`src/rtl/rand_draw_ctrl_pkg.sv`:
```
// Shared definitions for the random-digit draw controller and related
// shared-resource blocks.
package rand_pkg;
   localparam int LFSR_W        = 4;
   localparam int DEF_MAX_DIGIT = 9;

   typedef enum logic [1:0] {
      IDLE    = 2'd0,
      SPIN    = 2'd1,
      CAPTURE = 2'd2,
      DELIVER = 2'd3
   } draw_state_t;
endpackage

```
`src/rtl/rand_draw_ctrl_if.sv`:
```
// Requester/generator bus of the draw controller. The master side owns the
// request lines and the generator value; the slave side is the controller.
interface rand_draw_ctrl_if #(parameter int NUM_REQ = 4);
   import rand_pkg::*;

   logic [NUM_REQ-1:0] req;
   logic [NUM_REQ-1:0] ack;
   logic [LFSR_W-1:0]  digit;
   logic               busy;
   logic               lfsr_stop;
   logic [LFSR_W-1:0]  lfsr_num;

   modport master (output req, lfsr_num, input ack, digit, busy, lfsr_stop);
   modport slave  (input req, lfsr_num, output ack, digit, busy, lfsr_stop);
endinterface

```
`src/rtl/rand_draw_ctrl_rr_arbiter.sv`:
```
// Combinational round-robin pick: first set request at or after ptr,
// searching circularly. Reusable by any shared-resource sequencer.
module rr_arbiter #(
   parameter  int N  = 4,
   localparam int IW = $clog2(N)
) (
   input  logic [N-1:0]  req,
   input  logic [IW-1:0] ptr,
   output logic [N-1:0]  gnt,
   output logic [IW-1:0] idx
);
   logic [IW-1:0] c;
   logic          hit;

   always_comb begin
      gnt = '0;
      idx = '0;
      hit = 1'b0;
      c   = '0;
      for (int k = 0; k < N; k++) begin
         c = IW'((int'(ptr) + k) % N);
         if (!hit && req[c]) begin
            hit    = 1'b1;
            gnt[c] = 1'b1;
            idx    = c;
         end
      end
   end
endmodule

```
`src/rtl/rand_draw_ctrl.sv`:
```
// Shares one free-running 4-bit LFSR between NUM_REQ requesters: spins it for
// a fixed window, rejects out-of-range captures, and returns the digit with a one-cycle ack.
module rand_draw_ctrl
   import rand_pkg::*;
#(
   parameter int NUM_REQ     = 4,
   parameter int SPIN_CYCLES = 4,
   parameter int MAX_DIGIT   = DEF_MAX_DIGIT
) (
   input logic            clk,
   input logic            reset,
   rand_draw_ctrl_if.slave bus
);
   localparam int                IW      = $clog2(NUM_REQ);
   localparam logic [7:0]        SPIN_LD = 8'(SPIN_CYCLES);
   localparam logic [LFSR_W-1:0] MAX_V   = LFSR_W'(MAX_DIGIT);

   draw_state_t        state;
   logic [7:0]         cnt;
   logic [IW-1:0]      ptr;
   logic [IW-1:0]      grant;
   logic [NUM_REQ-1:0] arb_gnt;
   logic [IW-1:0]      arb_idx;
   logic               req_held;

   rr_arbiter #(.N(NUM_REQ)) u_arb (
      .req (bus.req),
      .ptr (ptr),
      .gnt (arb_gnt),
      .idx (arb_idx)
   );

   assign req_held = bus.req[grant];

   always_ff @(posedge clk or posedge reset) begin
      if (reset) begin
         state         <= IDLE;
         cnt           <= '0;
         ptr           <= '0;
         grant         <= '0;
         bus.ack       <= '0;
         bus.digit     <= '0;
         bus.busy      <= 1'b0;
         bus.lfsr_stop <= 1'b1;
      end else begin
         bus.ack <= '0;
         case (state)
            IDLE: begin
               if (|arb_gnt) begin
                  grant         <= arb_idx;
                  cnt           <= SPIN_LD;
                  state         <= SPIN;
                  bus.lfsr_stop <= 1'b0;
                  bus.busy      <= 1'b1;
               end
            end
            SPIN: begin
               if (!req_held) begin
                  state         <= IDLE;
                  cnt           <= '0;
                  bus.lfsr_stop <= 1'b1;
                  bus.busy      <= 1'b0;
               end else begin
                  cnt <= cnt - 8'd1;
                  // Stop lands on the same edge as the last advance, so the
                  // generator moves exactly SPIN_CYCLES times per window.
                  if (cnt == 8'd1) begin
                     state         <= CAPTURE;
                     bus.lfsr_stop <= 1'b1;
                  end
               end
            end
            CAPTURE: begin
               if (!req_held) begin
                  state    <= IDLE;
                  cnt      <= '0;
                  bus.busy <= 1'b0;
               end else if (bus.lfsr_num <= MAX_V) begin
                  bus.digit      <= bus.lfsr_num;
                  bus.ack[grant] <= 1'b1;
                  state          <= DELIVER;
               end else begin
                  cnt           <= SPIN_LD;
                  bus.lfsr_stop <= 1'b0;
                  state         <= SPIN;
               end
            end
            DELIVER: begin
               state    <= IDLE;
               bus.busy <= 1'b0;
               ptr      <= (grant == IW'(NUM_REQ - 1)) ? '0 : grant + IW'(1);
            end
            default: state <= IDLE;
         endcase
      end
   end

   // A zero limit can never be met by a never-zero LFSR.
   a_max_digit: assert property (@(posedge clk) MAX_DIGIT != 0)
      else $error("rand_draw_ctrl: MAX_DIGIT must be >= 1");

   a_ack_onehot: assert property (@(posedge clk) disable iff (reset)
      $onehot0(bus.ack) && (bus.ack == '0 || state == DELIVER))
      else $error("rand_draw_ctrl: ack not one-hot or outside DELIVER");
endmodule

```
`src/flat_wrapper.sv`:
```
// flat-port wrapper written by rule: the top's interface ports become plain ports
module rand_draw_ctrl_flat import rand_pkg::*;
#(
   parameter int NUM_REQ     = 4,
   parameter int SPIN_CYCLES = 4,
   parameter int MAX_DIGIT   = DEF_MAX_DIGIT
)
  (clk, reset, bus_req, bus_lfsr_num, bus_ack, bus_digit, bus_busy, bus_lfsr_stop);
  rand_draw_ctrl_if #(.NUM_REQ(NUM_REQ)) bus_i ();
  input logic clk;
  input logic reset;
  input wire logic [$bits(bus_i.req)-1:0] bus_req;
  input wire logic [$bits(bus_i.lfsr_num)-1:0] bus_lfsr_num;
  output wire logic [$bits(bus_i.ack)-1:0] bus_ack;
  output wire logic [$bits(bus_i.digit)-1:0] bus_digit;
  output wire logic [$bits(bus_i.busy)-1:0] bus_busy;
  output wire logic [$bits(bus_i.lfsr_stop)-1:0] bus_lfsr_stop;
  assign bus_i.req = bus_req;
  assign bus_i.lfsr_num = bus_lfsr_num;
  assign bus_ack = bus_i.ack;
  assign bus_digit = bus_i.digit;
  assign bus_busy = bus_i.busy;
  assign bus_lfsr_stop = bus_i.lfsr_stop;
  rand_draw_ctrl #(.NUM_REQ(NUM_REQ), .SPIN_CYCLES(SPIN_CYCLES), .MAX_DIGIT(MAX_DIGIT)) u_core (.clk(clk), .reset(reset), .bus(bus_i));
endmodule
```
`config.mk`:
```
export PLATFORM = sky130hd
export DESIGN_NAME = rand_draw_ctrl_flat
export DESIGN_NICKNAME = d
export VERILOG_FILES = /design/src/rtl/rand_draw_ctrl_pkg.sv /design/src/rtl/rand_draw_ctrl_if.sv /design/src/rtl/rand_draw_ctrl_rr_arbiter.sv /design/src/rtl/rand_draw_ctrl.sv /design/src/flat_wrapper.sv
export SDC_FILE = /design/constraint.sdc
export NUM_CORES = 1
export LEC_CHECK = 0
export ABC_AREA = 0
export CAP_MARGIN = 20
export CORE_ASPECT_RATIO = 1.1
export CORE_MARGIN = 4
export CORE_UTILIZATION = 52
export DETAILED_ROUTE_END_ITERATION = 8
export PLACE_DENSITY = 0.75
export SYNTH_ARGS = -nofsm -noshare
export SYNTH_HDL_FRONTEND = slang
export SYNTH_SLANG_ARGS = --single-unit
```
`constraint.sdc`:
```
create_clock -name clk -period 3.4 [get_ports clk]
set_input_delay 0.34 -clock clk [delete_from_list [all_inputs] [get_ports clk]]
set_output_delay 0.34 -clock clk [all_outputs]
set_load 0.03 [all_outputs]
```
==> results.toml <==
[status]
outcome = "finished clean"

[global_route]
grt_overflow = 0
grt_use_met1_pct = 22.4
grt_use_met3_pct = 1.36
grt_use_met2_pct = 29.8
antenna_found_initial = 0
grt_pass1_wl_um = 5400
grt_pass1_vias = 1169
top_usage_layer = "met2"
grt_max_degree = 25
grtUsageTotal_pct = 17.4

[clock_tree]
cts_hold_buffers = 0
clock_sinks = 24
cts_resized = 0
cts_setup_buffers = 0
cts.root.buffer_cell = "clkbuf_4"
cts_tree = "built"
ctsLongestPathBuffers = 2
htree_levels = 1
cts_buffers = 3
clock_latency_ns = 0.32
clk_pin_slew_ns = 0.13

[placement]
portBuffers = 19
place.gp.congestion = 0.903
placed_area_sq_mm = 0.00183
hpwl_um = 2480

[timing]
slew_violations = 0
hold_viol_final = 0
finalCritPeriodShare_pct = 85.2
worstMarginPinSlew_ns = 0.908
fin_crit_ns = 2.90
finClkSkew_ns = 0.00650
max_freq_mhz = 345
maxSlewHeadroom_pct = 39.4
whs_ns = 0.509
rsz0062_at_grt = "false"
finalSetupTns_ns = 0
setup_viol = 0

[die]
ios = 20
die-area_sq_mm = 0.00409
coreArea_sq_mm = 0.00302
rows = 21
die_y_um = 66.7
initial_utilization_pct = 53.9
chipWidth_um = 61.3

[drt]
first_pass_iters = 4
wl_per_cell_um = 15.2
wl_um = 3160
drc = 0
drt_iter0_markers = 35
vias = 1189
viasPerCell = 5.72
antenna_left = 0

[synthesis]
yosys.area.top_type_share_pct = 35.4
netlist_top_cells_count = "23 x dfrtp_1, 17 x ha_1, 14 x o21ai_0"
synthCells = 154
ys_top_cells_by_area = "dfrtp_1 35%, ha_1 13%, mux4_2 6.9%"
synthArstFlopShare_pct = 100
synth-main-ff-cell = "dfrtp_1"
synth.distinct_cells = 48
syn_area_sq_mm = 0.00163
synth-edff-count = 0
ys_ff_latch = 24
ys_seq_area_share_pct = 37.0
yosysWarnings = 0
synth_area_per_cell_sq_um = 10.6
yosysMostFrequentCell = "dfrtp_1"
synth_top_area_cell = "dfrtp_1"
syn_nets = 181

[layout]
final_layout_size_suffix_gt1_share_pct = 14.9
num-nets-final = 202
design_area_sq_mm = 0.00187
area_growth_pct = 14.8
diodes = 0
final_util_pct = 61.9

[setup_path]
regToRegSetupSlack_ns = 0.50
cp_top_family = "compound AO/OA/AOI/OAI gates"
crit_start = "u_core.ptr[0]"
crit_required_ns = 3.63
cp-start-kind = "flop"
crit_arrival_ns = 3.12
path_cells = "inv_1 > ha_1 > mux4_2 > nor2b_4 > o21a_4 > o31ai_4 > nor3_1 > a21o_1"
r2r-start = "u_core.ptr[0]"
worstSetupPathType = "reg -> reg"
path_buf_inv = 1
cpPeakStageDelay_ns = 0.66
cp-end-kind = "flop"
crit_path_max_fanout = 16
cpMaxStageDelayCell = "dfrtp_1"

[power]
power.density_mw_per_mm2 = 911
p_leak_nw = 0.831
vdd_ir_drop_max_v = 0.000567

[run]
max_cap_violations = 0

[min_path]
holdCritPathClass = "in -> async"
[routing by layer]
layer  wire length, um  up-vias
li1                  -      594
met1              1370      566
met2              1640       25
met3               110        4
met4                48        0
met5                 0        -
[logic make-up (layout without fill, tap and decap cells)]
family / after synthesis / count (layout) / share of synthesized area, %
AND/OR/NAND/NOR: 48 / 48 / 16.4
multiplexers: 11 / 11 / 11.2
buffers and inverters: 15 / 35 / 4.46
adder cells (fa/ha/maj): 17 / 17 / 13.1
AO/OA/AOI/OAI: 39 / 39 / 17.9
flip-flops: 24 / 24 / 37.0
[registers in the layout, summed over array words and instances (netlist names)]
signal	cells
u_core.bus.busy	1
u_core.state	2
u_core.grant	2
u_core.bus.ack	4
u_core.ptr	2
u_core.bus.lfsr_stop	1
u_core.bus.digit	4
u_core.cnt	8
[final cells by class]
class | count | area (sq um)
Sequential cell | 24 | 602
Inverter | 12 | 45.0
Timing Repair Buffer | 19 | 190
Tap cell | 34 | 42.5
Multi-Input combinational cell | 115 | 953
Fill cell | 239 | 1150
Clock buffer | 4 | 36.3
[final timing paths]
kind	endpoint	cells after the start
max	u_core.cnt[0]	8
min	u_core.cnt[7]	2
max reg2reg	u_core.cnt[0]	8
min reg2reg	u_core.bus.digit[3]	1
max in group asynchronous	u_core.grant[1]	2
min in group clk	u_core.bus.digit[3]	1
[cell usage in the layout (no fill, tap or decap), drive strengths merged, types with 4 or more instances in the layout]
cell	instances
nand3	4
nand2	10
nor3	4
o21ai	18
mux4	5
ha	17
dfrtp	23
nor2	12
and2	4
mux2	5
clkdlybuf4s50	19
clkbuf	4
inv	12
a21oi	6
[per-stage QoR]
step                power, W  setup slack (ns)  instances
global route         0.00184             0.262        208
global placement     0.00151             0.662        204
CTS                  0.00171             0.486        208
finish               0.00170             0.503        208
floorplan            0.00133             0.956        154
detailed placement   0.00155             0.509        204
[report_power, final]
| part | leakage [nW] | internal (W) | switching [W] |
|---|---|---|---|
| combinational | 0.499 | 0.000464 | 0.000567 |
| clock | 0.0210 | 0.0000655 | 0.0000873 |
| sequential | 0.310 | 0.000395 | 0.000124 |
| total | 0.831 | 0.000925 | 0.000778 |
(Power assumes the default switching activity.)
